**config.mk**
```make
export PLATFORM = sky130hd
export DESIGN_NAME = download_sdram_writer
export DESIGN_NICKNAME = d
export VERILOG_FILES = /design/src/rtl/download_sdram_writer_pkg.sv /design/src/rtl/download_sdram_writer_dl_sync_fifo.sv /design/src/rtl/download_sdram_writer.sv
export SDC_FILE = /design/constraint.sdc
export NUM_CORES = 1
export LEC_CHECK = 0
export CORE_AREA = 8 8 218 157
export DETAILED_ROUTE_END_ITERATION = 10
export DIE_AREA = 0 0 226 165
export PLACE_DENSITY = 0.62
export SLEW_MARGIN = 10
export SYNTH_ARGS = -nofsm -noshare
export SYNTH_HDL_FRONTEND = slang
export SYNTH_SLANG_ARGS = --single-unit
```
**constraint.sdc**
```tcl
create_clock -name clk -period 4.8 [get_ports clk]
set_input_delay 0.72 -clock clk [delete_from_list [all_inputs] [get_ports clk]]
set_output_delay 0.72 -clock clk [all_outputs]
set_load 0.02 [all_outputs]
```
**src/rtl/download_sdram_writer_pkg.sv**
```systemverilog
// Shared definitions for the downloader -> SDRAM write path: FSM encodings and
// default geometry used by the downloader, this writer and the SDRAM wrapper.
package download_sdram_writer_pkg;

    localparam int ADDR_W_DEF     = 25;
    localparam int FIFO_DEPTH_DEF = 8;

    typedef enum logic {
        ST_IDLE = 1'b0,
        ST_WAIT = 1'b1
    } wr_state_t;

endpackage

```
**src/rtl/download_sdram_writer_dl_sync_fifo.sv**
```systemverilog
// Small synchronous FIFO with a first-word-fall-through head; a push into a full
// FIFO is still accepted when a pop happens in the same cycle.
module dl_sync_fifo #(
    parameter int WIDTH = 33,
    parameter int DEPTH = 8,
    localparam int PTR_W = $clog2(DEPTH)
) (
    input  logic             clk,
    input  logic             reset_n,
    input  logic             push,
    input  logic             pop,
    input  logic [WIDTH-1:0] din,
    output logic [WIDTH-1:0] dout,
    output logic             empty,
    output logic             full,
    output logic [PTR_W:0]   count
);

    logic [WIDTH-1:0] mem [DEPTH];
    logic [PTR_W-1:0] wr_ptr;
    logic [PTR_W-1:0] rd_ptr;
    logic             do_push;
    logic             do_pop;

    assign empty   = (count == '0);
    assign full    = (count == (PTR_W+1)'(DEPTH));
    assign do_pop  = pop & ~empty;
    assign do_push = push & (~full | do_pop);
    assign dout    = mem[rd_ptr];

    // Pointers wrap naturally because DEPTH is a power of two.
    always_ff @(posedge clk or negedge reset_n) begin
        if (!reset_n) begin
            wr_ptr <= '0;
            rd_ptr <= '0;
            count  <= '0;
        end else begin
            if (do_push) wr_ptr <= wr_ptr + PTR_W'(1);
            if (do_pop)  rd_ptr <= rd_ptr + PTR_W'(1);
            count <= count + (PTR_W+1)'(do_push) - (PTR_W+1)'(do_pop);
        end
    end

    always_ff @(posedge clk) begin
        if (do_push) mem[wr_ptr] <= din;
    end

endmodule

```
**src/rtl/download_sdram_writer.sv**
```systemverilog
// Buffers the downloader byte stream and replays it to the SDRAM download port
// over req/ack; reports busy, a done pulse once everything is committed, and overflow.
module download_sdram_writer
    import download_sdram_writer_pkg::*;
#(
    parameter int ADDR_W     = ADDR_W_DEF,
    parameter int FIFO_DEPTH = FIFO_DEPTH_DEF
) (
    input  logic              clk,
    input  logic              reset_n,
    input  logic              dl_downloading,
    input  logic              dl_wr,
    input  logic [ADDR_W-1:0] dl_addr,
    input  logic [7:0]        dl_data,
    output logic              sd_req,
    output logic [ADDR_W-1:0] sd_addr,
    output logic [7:0]        sd_data,
    input  logic              sd_ack,
    output logic              busy,
    output logic              done,
    output logic              overflow
);

    localparam int PTR_W = $clog2(FIFO_DEPTH);
    localparam int CNT_W = PTR_W + 1;

    wr_state_t          state, state_next;
    logic [ADDR_W+7:0]  fifo_dout;
    logic               fifo_empty;
    logic               fifo_full;
    logic [CNT_W-1:0]   fifo_count;
    logic [CNT_W-1:0]   count_next;
    logic               load;
    logic               pop;
    logic               accepted;
    logic               drop;
    logic               dl_prev;
    logic               rise;
    logic               fall;
    logic               end_pending;
    logic               end_pending_next;
    logic               done_cond;
    logic               busy_next;

    dl_sync_fifo #(
        .WIDTH (ADDR_W + 8),
        .DEPTH (FIFO_DEPTH)
    ) u_fifo (
        .clk     (clk),
        .reset_n (reset_n),
        .push    (dl_wr),
        .pop     (pop),
        .din     ({dl_addr, dl_data}),
        .dout    (fifo_dout),
        .empty   (fifo_empty),
        .full    (fifo_full),
        .count   (fifo_count)
    );

    always_ff @(posedge clk or negedge reset_n) begin
        if (!reset_n) state <= ST_IDLE;
        else          state <= state_next;
    end

    always_comb begin
        state_next = state;
        load       = 1'b0;
        pop        = 1'b0;
        case (state)
            ST_IDLE: if (!fifo_empty) begin
                load       = 1'b1;
                state_next = ST_WAIT;
            end
            ST_WAIT: if (sd_ack) begin
                pop        = 1'b1;
                state_next = ST_IDLE;
            end
            default: state_next = ST_IDLE;
        endcase
    end

    // busy is registered from next-cycle values so it drops on the same edge as done.
    always_comb begin
        rise       = dl_downloading & ~dl_prev;
        fall       = ~dl_downloading & dl_prev;
        accepted   = dl_wr & (~fifo_full | pop);
        drop       = dl_wr & fifo_full & ~pop;
        count_next = fifo_count + CNT_W'(accepted) - CNT_W'(pop);
        done_cond  = end_pending & fifo_empty & (state == ST_IDLE) & ~dl_wr & ~rise;
        end_pending_next = end_pending;
        if (done_cond || rise) end_pending_next = 1'b0;
        else if (fall)         end_pending_next = 1'b1;
        busy_next = dl_downloading | (count_next != '0) |
                    (state_next == ST_WAIT) | end_pending_next;
    end

    always_ff @(posedge clk or negedge reset_n) begin
        if (!reset_n) begin
            sd_req      <= 1'b0;
            sd_addr     <= '0;
            sd_data     <= '0;
            dl_prev     <= 1'b0;
            end_pending <= 1'b0;
            busy        <= 1'b0;
            done        <= 1'b0;
            overflow    <= 1'b0;
        end else begin
            sd_req      <= (state_next == ST_WAIT);
            if (load) {sd_addr, sd_data} <= fifo_dout;
            dl_prev     <= dl_downloading;
            end_pending <= end_pending_next;
            busy        <= busy_next;
            done        <= done_cond;
            overflow    <= drop | (overflow & ~rise);
        end
    end

endmodule

```
======== Word-level counts from Yosys, hierarchy flattened ========
Memory sizes are Yosys's and may differ from the RTL's. A register that Yosys moved wholly into a read port is not among the register bits.
Index checks and enable logic that the tools add are counted.
operators by class
  add/sub/neg operators ................... 6
  multiply operators ...................... 0
  divide/modulo/power cells ............... 0
  order comparisons ....................... 0
  eq/ne operators ......................... 1
  shift operators ......................... 0
  mux-type cells .......................... 10
  bitwise logic cells ..................... 26
  reduce and logical (&&, ||, !) cells .... 4
operators by type and width
  kind                   count
  $and A1 B1 Y1          12
  $mux W1                9
  $add A4 B1 Y4          2
  $not A1 Y1             8
  $sub A4 B1 Y4          2
  $add A3 B1 Y3 const B  2
  $or A1 B1 Y1           6
  $eq A4 B4 Y1 const B   1
  $logic_not A4 Y1       1
  $reduce_bool A4 Y1     1
  $pmux W1 S2            1
  $logic_not A1 Y1       1
  $logic_or A1 B1 Y1     1
word-level totals
  register bits after elaboration ......... 16
  latch bits .............................. 0
  memory bits (writable) .................. 264
  bits in read-only memories .............. 0
  input port bits ......................... 38
  output and inout bits ................... 37
  memories kept ........................... 1
memories
  memory      words  bits a word  rd ports  clocked after memory_dff  wr ports  line                                      source
  u_fifo.mem  8      33           1         1                         1         download_sdram_writer_dl_sync_fifo.sv:19  logic [WIDTH-1:0] mem [DEPTH];

======== Logic depth before layout (Yosys ltp) ========
  depth in word-level cells ............... 10
  mapped depth ............................ 10

======== Hierarchy ========
Synthesis repeated with hierarchy kept, for this count alone.
unflattened totals
  cell total of the unflattened synthesis .. 549
  area, all modules ....................... 12346.8 um2
by module, submodules not included
  module                 times used  cells an instance  area an instance (um2)  seq. area each (um2)
  dl_sync_fifo           1           442                10741.6                 8177.8
  download_sdram_writer  1           107                1605.3                  975.9

======== Least setup slack after synthesis ========
OpenSTA, ideal clock, no wires.
  path type ............................... input to register
  start ................................... input sd_ack
  end ..................................... memory u_fifo.mem[5][0] (enable)
  library setup time ...................... 0.464 ns
  arrival time ............................ 3.621 ns
  required time ........................... 4.336 ns
  path slack .............................. 0.715 ns
  stages .................................. 4
  path through ............................ nand2_1 o21ai_0 nand2_1 nor3_1
between the ends
  word-level cells in the longest chain between the ends .. 7
ends and longest elaborated chain
  what                           line                                      source
  from (decl)                    download_sdram_writer.sv:18               input logic sd_ack,
  $mux W1                        download_sdram_writer.sv:74               ST_WAIT: if (sd_ack) begin
  $mux W1                        download_sdram_writer.sv:69               case (state)
  $and A1 B1 Y1                  download_sdram_writer_dl_sync_fifo.sv:27  assign do_pop = pop & ~empty;
  $or A1 B1 Y1                   download_sdram_writer_dl_sync_fifo.sv:28  assign do_push = push & (~full | do_pop);
  $and A1 B1 Y1                  download_sdram_writer_dl_sync_fifo.sv:28
  $mux W1                        download_sdram_writer_dl_sync_fifo.sv:45  if (do_push) mem[wr_ptr] <= din;
  $mux W1 (implied by the code)  download_sdram_writer_dl_sync_fifo.sv:45
  to (decl)                      download_sdram_writer_dl_sync_fifo.sv:19
Every way passes these cells.

======== Final worst setup path ========
  start ................................... input sd_ack
  end ..................................... memory u_fifo.mem[0][12] (enable)
The elaborated chain is that of the path after synthesis.

==> summary.md <==
| Metric | Value |
|---|---|
| Max Freq | 357 MHz |
| Crit path largest cell delay | 0.77 ns |
| Num CTS Buffers | 30 |
| FILL cells | 2624 |
| Ys flop type | edfxtp_1 |
| Worst Setup SP | sd_ack |
| Slew Limit Fails | 0 |
| Largest net degree at the start of global routing | 67 |
| WL/cell | 19.0 microns |
| WP data required | 5.06 ns |
| CTS tree | built |
| Ports | 75 |
| Share of cells above drive strength 1 | 9.52% |
| Final design utilization | 47.1% |
| Maximum clock path buffer count | 3 |
| DIE HEIGHT | 165 microns |
| Yosys reg bits | 313 |
| Crit path launch type | primary input |
| Worst hold path class | primary input to async pin |
| Core area | 30700 sq um |
| Initial Utilization | 39.5% |
| Crit-path slowest cell | nor2_4 |
| Yosys top cell by area | edfxtp_1 |
| Crit Path Category | primary input to register |
| Final setup vio count | 0 |
| Register area share after synthesis | 75.4% |
| Post-synth top cells | 264 x edfxtp_1, 132 x mux2i_1, 71 x nand2_1, 66 x a22oi_1, 49 x dfrtp_1 |
| # diodes | 0 |
| Fin crit period | 2.80 ns |
| H-tree depth | 1 |
| CP delay by family, top | simple AND/OR/NAND/NOR gates |
| Fin crit share | 58.3% |
| Largest cells by area after synthesis | edfxtp_1 65%, mux2i_1 11%, dfrtp_1 10% |
| CTS clk-pin slew, worst paths | 0.06 ns |
| Clk root buf | clkbuf_16 |
| Area Growth Syn to Fin | 19.4% |
| Initial antenna violation count | 0 |
| Starting DRT DRC Count | 473 |
| Routed vias/inst | 4.97 |
| WP buf/inv | 2 |
| Crit-path cells | clkdlybuf4s50_1, nand2_1, o21ai_0, nand2b_1, nor2_4, buf_4 |
| Clock Latency Late Sink | 0.55 ns |
| Final layout net count | 867 |
| Async SR Flop Fraction | 15.7% |
| Syn_nets | 783 |
| Gate Count Post-Synth | 732 |
| Area of the die | 37300 sq um |
| Final Wtd Congestion | 0.730 |
| Port bufs | 74 |
| Status | completed |
| Critical R2R Launch | sd_req |
| Die width | 226 microns |
| Post-DRT Antenna Nets | 0 |
| Post-synth EDFFs | 264 |
| Final WS setup | 2.00 ns |
| Hold buffers post-CTS | 0 |
| Row cnt | 54 |
| Lkg Pwr | 5.34 nW |
| Measured slew at the worst slew-check pin | 1.05 ns |
| Yosys warnings | 0 |
| Worst-path fanout max | 22 |
| Arr. time, crit path | 3.06 ns |
| Syn Std Cell Area | 12100 sq um |
| Via Count | 6256 |
| Mean Syn Cell Area | 16.6 sq um |
| Top-area cell type share of the netlist area | 65.3% |
| Max-cap violations | 0 |
| First-pass GRT wire length | 37300 microns |
| Drc violations | 0 |
| Setup repair after global routing missed its margin | no |
| Yosys cell types | 32 |
| Pre-CTS WS | 1.38 ns |
| Most frequent cell after synthesis | edfxtp_1 |
| Detail Placement HPWL | 14100 microns |
| Final hold vios | 0 |
| Max-Slew Margin vs Limit | 29.7% |
| Postcts setup bufs | 0 |
| # clock sinks | 313 |
| GRT Overall Usage | 13.0% |
| Final WL | 24000 microns |
| Hold WS | 0.318 ns |
| First-pass DRT Iterations | 5 |
| Maximum vdd ir drop | 327 uV |
| Total Neg Setup Slack | 0 ns |
| Remaining global-route overflow | 0 |
| Vias in the first global route | 6323 |
| DP Area | 13400 sq um |
| Fin Clk Skew | 0.00874 ns |
| Crit. End Element | register |
| Power Density | 614 nW/um^2 |
| Fin area | 14500 sq um |
| CTS resizes | 0 |
[path summary, 6_finish.rpt]
| kind | to | slack [ns] | cells after the start |
|---|---|---|---|
| setup / recovery | u_fifo.mem[0][12] | 2.00 | 6 |
| hold / removal | sd_addr[21] | 0.32 | 2 |
| setup reg to reg | u_fifo.mem[0][12] | 2.11 | 5 |
| hold reg to reg | sd_addr[6] | 0.47 | 2 |
| max in group asynchronous | u_fifo.rd_ptr[0] | 3.91 | 2 |
| min in group clk | sd_addr[6] | 0.47 | 2 |
[report_power, final]
group          total, mW  switching, mW  internal (mW)
clock               2.48          0.982           1.50
combinational       2.62           1.53           1.09
sequential          3.80          0.297           3.51
[cells by family (layout without fill, tap and decap cells)]
logic type,count (synthesis),count (layout),synth area share (%)
AOI/OAI and AO/OA,74,74,4.47
xor gates and xnor gates,8,8,0.577
adders and majority gates,13,13,1.46
buffers and inverters,53,161,1.81
DFF,313,313,75.4
muxes,134,134,11.1
and+or+nand+nor,137,137,5.21
[placed cells by master, fill, tap and decap left out, types with 2 or more instances in the layout]
| cell type | instances |
|---|---|
| fa_1 | 2 |
| nor2_1 | 5 |
| a21oi_1 | 3 |
| a22oi_1 | 66 |
| nor3b_1 | 2 |
| clkinv_1 | 8 |
| dfrtp_1 | 48 |
| nand2_1 | 71 |
| mux2i_1 | 132 |
| nand3_1 | 37 |
| nor2_4 | 6 |
| nor2_2 | 2 |
| buf_4 | 15 |
| xnor2_1 | 4 |
| ha_1 | 11 |
| xor2_1 | 4 |
| mux2_2 | 2 |
| nor2b_2 | 2 |
| edfxtp_1 | 264 |
| clkbuf_1 | 4 |
| o21ai_0 | 2 |
| clkdlybuf4s50_1 | 73 |
| clkinv_2 | 3 |
| clkbuf_16 | 31 |
| nor3_2 | 3 |
| a21o_1 | 2 |
| bufinv_16 | 6 |
| inv_1 | 15 |
| clkinvlp_4 | 2 |
[through the flow]
step           instances  total power, mW
3_5_place_dp        1204             6.53
2_1_floorplan        732             5.55
5_1_grt             1260             9.39
4_1_cts             1260             9.03
6_report            1260             8.90
3_3_place_gp        1204             6.48
[cell type report]
cell class	count	area (sq um)	share of cell area (%)
Sequential cell	313	9160	63.2
Clock buffer	35	791	5.46
Timing Repair Buffer	90	868	5.99
Tap cell	420	526	3.63
Inverter	15	56.3	0.389
Multi-Input combinational cell	366	2830	19.5
Clock inverter	21	260	1.80
[registers in the layout, summed over array words and instances (netlist names), 3 cells and up]
register	flops
u_fifo.wr_ptr	3
sd_data	8
u_fifo.count	4
u_fifo.rd_ptr	3
sd_addr	25
u_fifo.mem	264
[routing by layer]
metal,up-vias,track usage [%],wire length (microns)
met5,-,0,0
met4,0,2.33,314
met3,30,2.89,1260
met2,127,20.0,10600
met1,3131,18.8,11800
li1,2968,-,-
(Power assumes the default switching activity.)
